**config.mk**
```make
export PLATFORM = sky130hd
export DESIGN_NAME = sib_pulse_xfer_arb
export DESIGN_NICKNAME = d
export VERILOG_FILES = /design/src/rtl/sib_pulse_arb_pkg.sv /design/src/rtl/sib_rr_arb.sv /design/src/rtl/sib_pulse_xfer_arb.sv
export SDC_FILE = /design/constraint.sdc
export NUM_CORES = 1
export LEC_CHECK = 0
export CAP_MARGIN = 20
export CORE_MARGIN = 2
export CORE_UTILIZATION = 37
export CTS_CLUSTER_SIZE = 20
export DETAILED_ROUTE_END_ITERATION = 10
export GPL_ROUTABILITY_DRIVEN = 0
export HOLD_SLACK_MARGIN = 0.08
export PLACE_DENSITY = 0.67
export SLEW_MARGIN = 10
export SYNTH_ARGS = -nofsm -noshare
export SYNTH_HDL_FRONTEND = slang
export SYNTH_HIERARCHICAL = 1
export SYNTH_SLANG_ARGS = --single-unit
```
**constraint.sdc**
```tcl
create_clock -name clk_i -period 2.2 [get_ports clk_i]
set_input_delay 0.44 -clock clk_i [delete_from_list [all_inputs] [get_ports clk_i]]
set_output_delay 0.44 -clock clk_i [all_outputs]
set_load 0.01 [all_outputs]
```
**src/rtl/sib_pulse_arb_pkg.sv**
```systemverilog
// Shared types and default constants for the pulse-crossing arbiter.
package sib_pulse_arb_pkg;

  typedef enum logic [1:0] {
    StIdle   = 2'd0,
    StSettle = 2'd1,
    StPulse  = 2'd2,
    StWait   = 2'd3
  } arb_state_e;

  localparam int unsigned NREQ_DEFAULT      = 4;
  localparam int unsigned SETUP_CYC_DEFAULT = 2;
  localparam int unsigned TMO_CYC_DEFAULT   = 1024;

endpackage

```
**src/rtl/sib_rr_arb.sv**
```systemverilog
// Combinational round-robin picker: first pending index strictly after ptr, wrapping.
module sib_rr_arb #(
  parameter int unsigned NREQ = 4,
  parameter int unsigned IDW  = 2
) (
  input  logic [NREQ-1:0] pend,
  input  logic [IDW-1:0]  ptr,
  output logic            gnt_valid,
  output logic [IDW-1:0]  gnt_idx
);

  logic [IDW-1:0] cand;

  // Scan from farthest to nearest so the nearest pending index wins.
  always_comb begin
    gnt_valid = 1'b0;
    gnt_idx   = '0;
    cand      = '0;
    for (int k = int'(NREQ); k >= 1; k--) begin
      cand = IDW'((int'(ptr) + k) % int'(NREQ));
      if (pend[cand]) begin
        gnt_valid = 1'b1;
        gnt_idx   = cand;
      end
    end
  end

endmodule

```
**src/rtl/sib_pulse_xfer_arb.sv**
```systemverilog
// Round-robin arbiter/sequencer sharing one pulse CDC channel among NREQ tx-side requesters.
module sib_pulse_xfer_arb
  import sib_pulse_arb_pkg::*;
#(
  parameter int unsigned NREQ      = NREQ_DEFAULT,
  parameter int unsigned IDW       = 2,
  parameter int unsigned SETUP_CYC = SETUP_CYC_DEFAULT,
  parameter int unsigned TMO_CYC   = TMO_CYC_DEFAULT,
  parameter int unsigned TMO_W     = 11
) (
  input  logic            clk_i,
  input  logic            rst_ni,
  input  logic            en_i,
  input  logic [NREQ-1:0] req_i,
  input  logic            ovf_clr_i,
  output logic            xfer_pulse_o,
  output logic [IDW-1:0]  xfer_id_o,
  input  logic            xfer_done_i,
  output logic [NREQ-1:0] ack_o,
  output logic            busy_o,
  output logic [NREQ-1:0] pend_o,
  output logic [NREQ-1:0] ovf_o,
  output logic            tmo_o
);

  localparam int unsigned SW = $clog2(SETUP_CYC) + 1;

  arb_state_e      state_q, state_d;
  logic [IDW-1:0]  ptr_q, ptr_d;
  logic [IDW-1:0]  id_q, id_d;
  logic [SW-1:0]   setup_q, setup_d;
  logic [TMO_W-1:0] wdg_q, wdg_d;
  logic [NREQ-1:0] pend_q, pend_d;
  logic [NREQ-1:0] ovf_q, ovf_d;
  logic [NREQ-1:0] ack_q, ack_d;
  logic            tmo_q, tmo_d, tmo_set;
  logic            gnt_valid, grant;
  logic [IDW-1:0]  gnt_idx;
  logic [NREQ-1:0] clr_mask;

  sib_rr_arb #(
    .NREQ(NREQ),
    .IDW (IDW)
  ) u_rr_arb (
    .pend     (pend_q),
    .ptr      (ptr_q),
    .gnt_valid(gnt_valid),
    .gnt_idx  (gnt_idx)
  );

  assign grant    = (state_q == StIdle) && en_i && gnt_valid;
  assign clr_mask = grant ? (NREQ'(1) << gnt_idx) : '0;

  // A request coinciding with its own clearing grant re-arms pend instead of overflowing.
  assign pend_d = (pend_q & ~clr_mask) | req_i;
  assign ovf_d  = (ovf_q & ~{NREQ{ovf_clr_i}}) | (req_i & pend_q & ~clr_mask);
  assign tmo_d  = tmo_set | (tmo_q & ~ovf_clr_i);

  always_comb begin
    state_d = state_q;
    ptr_d   = ptr_q;
    id_d    = id_q;
    setup_d = setup_q;
    wdg_d   = wdg_q;
    ack_d   = '0;
    tmo_set = 1'b0;
    unique case (state_q)
      StIdle: begin
        if (grant) begin
          id_d    = gnt_idx;
          ptr_d   = gnt_idx;
          setup_d = SW'(SETUP_CYC - 1);
          state_d = StSettle;
        end
      end
      StSettle: begin
        if (setup_q == '0) state_d = StPulse;
        else               setup_d = setup_q - SW'(1);
      end
      StPulse: begin
        // Counter tracks cycles elapsed since the pulse, so the pulse cycle counts as one.
        wdg_d   = TMO_W'(1);
        state_d = StWait;
      end
      StWait: begin
        if (xfer_done_i) begin
          ack_d   = NREQ'(1) << id_q;
          state_d = StIdle;
        end else if (wdg_q < TMO_W'(TMO_CYC)) begin
          wdg_d   = wdg_q + TMO_W'(1);
          tmo_set = (wdg_q == TMO_W'(TMO_CYC - 1));
        end
      end
    endcase
  end

  always_ff @(posedge clk_i) begin
    if (!rst_ni) begin
      state_q <= StIdle;
      ptr_q   <= IDW'(NREQ - 1);
      id_q    <= '0;
      setup_q <= '0;
      wdg_q   <= '0;
      pend_q  <= '0;
      ovf_q   <= '0;
      ack_q   <= '0;
      tmo_q   <= 1'b0;
    end else begin
      state_q <= state_d;
      ptr_q   <= ptr_d;
      id_q    <= id_d;
      setup_q <= setup_d;
      wdg_q   <= wdg_d;
      pend_q  <= pend_d;
      ovf_q   <= ovf_d;
      ack_q   <= ack_d;
      tmo_q   <= tmo_d;
    end
  end

  assign xfer_pulse_o = (state_q == StPulse);
  assign xfer_id_o    = id_q;
  assign ack_o        = ack_q;
  assign busy_o       = (state_q != StIdle);
  assign pend_o       = pend_q;
  assign ovf_o        = ovf_q;
  assign tmo_o        = tmo_q;

endmodule

```
==> results.py <==
metrics = {
    "sta": {
        "finClkSkew_ns": 0.00684,
        "fin_crit_ns": 2.06,
        "fin_setup_tns_ns": 0,
        "worst_slew_pin_slew_ns": 0.459,
        "slew_viol_final": 0,
        "fmax_mhz": 485,
        "slew_headroom": 0.694,
        "fin_crit_sh": 0.936,
        "setup_viol": 0,
        "hold_viol_final": 0,
        "rsz0062_at_grt": "false",
    },
    "floorplanning": {
        "core-area_um2": 3910,
        "die-area_um2": 4530,
        "initial_core_util": 0.379,
        "die_y_um": 67.3,
        "num_rows": 23,
        "pin_count": 26,
        "die_w_um": 67.3,
    },
    "place": {
        "dpl-instance-area_um2": 1790,
        "io_buffers": 25,
        "hpwl_um": 2030,
        "dp.cells": 243,
    },
    "detailed_routing": {
        "drc_errors": 0,
        "first_iter_violations": 59,
        "vias_per_cell": 4.99,
        "wl_per_cell_um": 11.2,
        "wirelength_um": 2810,
        "dr_total_vias": 1252,
        "firstDrtPassIters": 4,
        "antenna_left": 0,
    },
    "synthesis": {
        "netlist_area_um2": 1480,
        "synth_seq_cells": 32,
        "syn-num-nets": 186,
        "synth_top_cells_by_area": "dfxtp_1 43%, ha_1 5.9%, nand2_1 5.6%, a21oi_1 3.0%, xor2_1 3.0%",
        "yosysTopAreaCellShare": 0.432,
        "synth-seq-area-share": 0.432,
        "syn_avg_cell_area_um2": 8.72,
        "yosysTopAreaCell": "dfxtp_1",
        "synthDistinctLibCells": 37,
        "syn_inst": 170,
        "synth_warnings": 6,
    },
    "clock_network": {
        "clock-sinks": 32,
        "cts_buffer_depth": 2,
        "clockRootBuffer": "clkbuf_8",
        "cts_setup_buffers": 0,
        "cts_max_level": 2,
        "numCtsBuffers": 5,
        "cts_resized": 0,
        "cts_tree": "built",
        "ctsHoldBuffers": 0,
        "clk_transition_reported_paths_ns": 0.07,
        "insertion_delay_ns": 0.29,
    },
    "worst_setup_path": {
        "path_cells": "inv_1, ha_1, inv_1, clkdlybuf4s50_1",
        "cp.required_ns": 1.76,
        "arrival_ns": 1.62,
        "path_common_cell": "inv_1",
        "crit_type": "flip-flop to output port",
        "crit_path_max_incr_delay_ns": 0.52,
        "start_kind": "flip-flop",
        "critPathSlowestCell": "clkdlybuf4s50_1",
        "crit_path_max_fanout": 5,
        "endpoint_kind": "output port",
        "reg2reg_slack_ns": 0.47,
    },
    "power_and_ir_drop": {
        "peakVddDrop_v": 0.000587,
        "powerDensity_nw_per_um2": 924,
        "leakage_uw": 0.000751,
    },
    "global_routing": {
        "antenna_found_initial": 0,
        "grt_pass1_wl_um": 4530,
        "overflow": 0,
        "grt_max_degree": 21,
        "grt_usage": 0.136,
        "first_global_vias": 1066,
    },
    "worst_hold_path": {
        "hold_class": "flip-flop to flip-flop",
    },
    "final_layout": {
        "finalNonFillerCells": 251,
        "multi_input_area_um2": 782,
        "antennaDiodeCount": 0,
        "seqCellArea_um2": 641,
        "final_nets": 216,
        "finish.instance_area_um2": 1880,
        "drive_gt1_frac": 0.0697,
        "syn2layout_area_growth_pct": 27.1,
        "fillers": 382,
    },
    "status": {
        "status": "finished, final reports clean",
    },
    "job": {
        "maxCapViolations": 0,
    },
}
metal layers:
| metal | global-route usage | share of wire | vias up |
|---|---|---|---|
| met2 | 0.209 | 0.43 | 27 |
| met5 | 0 | 0 | - |
| met3 | 0.0550 | 0.054 | 6 |
| met4 | 0.0612 | 0.016 | 0 |
| met1 | 0.167 | 0.50 | 555 |
| li1 | - | - | 664 |
where the power goes:
part	total [µW]	switching [µW]	internal [µW]
combinational	563	302	261
sequential	723	74.5	649
clock	456	232	224
total	1740	609	1130
cell usage after synthesis, drive strengths merged:
cell type,instances
a21boi,3
a21oi,10
a221oi,1
a22oi,1
a31oi,1
and2,1
and2b,2
and3,3
and4,2
buf,1
clkbuf,3
dfxtp,32
ha,7
inv,11
mux2i,2
nand2,22
nand2b,4
nand3,7
nand3b,5
nand4,4
nor2,10
nor2b,4
nor3,6
nor3b,1
nor4,1
o2111ai,3
o211a,1
o211ai,3
o21a,2
o21ai,6
o221a,1
o221ai,1
o31a,1
or3,3
xor2,5
cell type report:
type	count	area share
inverter	11	0.0219
sequential	32	0.340
clock inverter	3	0.0126
tap	50	0.0332
timing repair buffer	27	0.141
multi-input combinational	123	0.415
clock buffer	5	0.0365
cells in the final DEF, fill, tap and decap left out, drive strengths merged, types with 5 or more instances in the layout:
master         instances
a21oi                 10
xor2                   5
nand2                 22
nand3                  7
clkbuf                 5
ha                     7
clkdlybuf4s50         25
nand3b                 5
nor3                   6
dfxtp                 32
nor2                  10
o21ai                  6
inv                   11
state kept, by name, indices dropped and copies added (netlist names):
name / flops
wdg_q: 11
ack_o: 4
ovf_o: 4
pend_o: 4
ptr_q: 2
setup_q: 2
state_q: 2
xfer_id_o: 2
tmo_o: 1
logic make-up (layout without fill, tap and decap cells):
group / after synthesis / count (layout) / share of synthesized area
adder cells (fa/ha/maj): 7 / 7 / 0.0591
flip-flops: 32 / 32 / 0.432
buffers and inverters: 15 / 46 / 0.0405
XOR/XNOR: 5 / 5 / 0.0295
AND/OR/NAND/NOR: 75 / 75 / 0.265
multiplexers: 2 / 2 / 0.0135
AO/OA/AOI/OAI: 34 / 34 / 0.160
final timing paths:
check,startpoint,to,cells after the start
min reg2reg,ovf_o[0]$_SDFF_PN0_,ovf_o[0]$_SDFF_PN0_,2
max reg2reg,state_q[0]$_SDFFE_PN0P_,state_q[1]$_SDFFE_PN0P_,6
min,ovf_o[0]$_SDFF_PN0_,ovf_o[0]$_SDFF_PN0_,2
max,state_q[0]$_SDFFE_PN0P_,busy_o,4
metrics by stage:
stage	util	worst slack, ns	hold WS [ns]	power, µW
after global routing	0.481	0.0486	0.484	1870
after detailed placement	0.458	0.303	0.461	1300
after CTS	0.481	0.124	0.472	1770
after global placement	0.458	0.323	0.459	1300
after floorplan	-	0.640	0.445	1120
final	0.481	0.140	0.466	1740
worst max-delay path: cells and delay by family, from the launching register on:
kind / cells / cell delay (ns)
adder cells (fa/ha/maj): 1 / 0.26
buffers and inverters: 3 / 0.69
flip-flops: 1 / 0.39
Power figures use the tool's default switching activity.
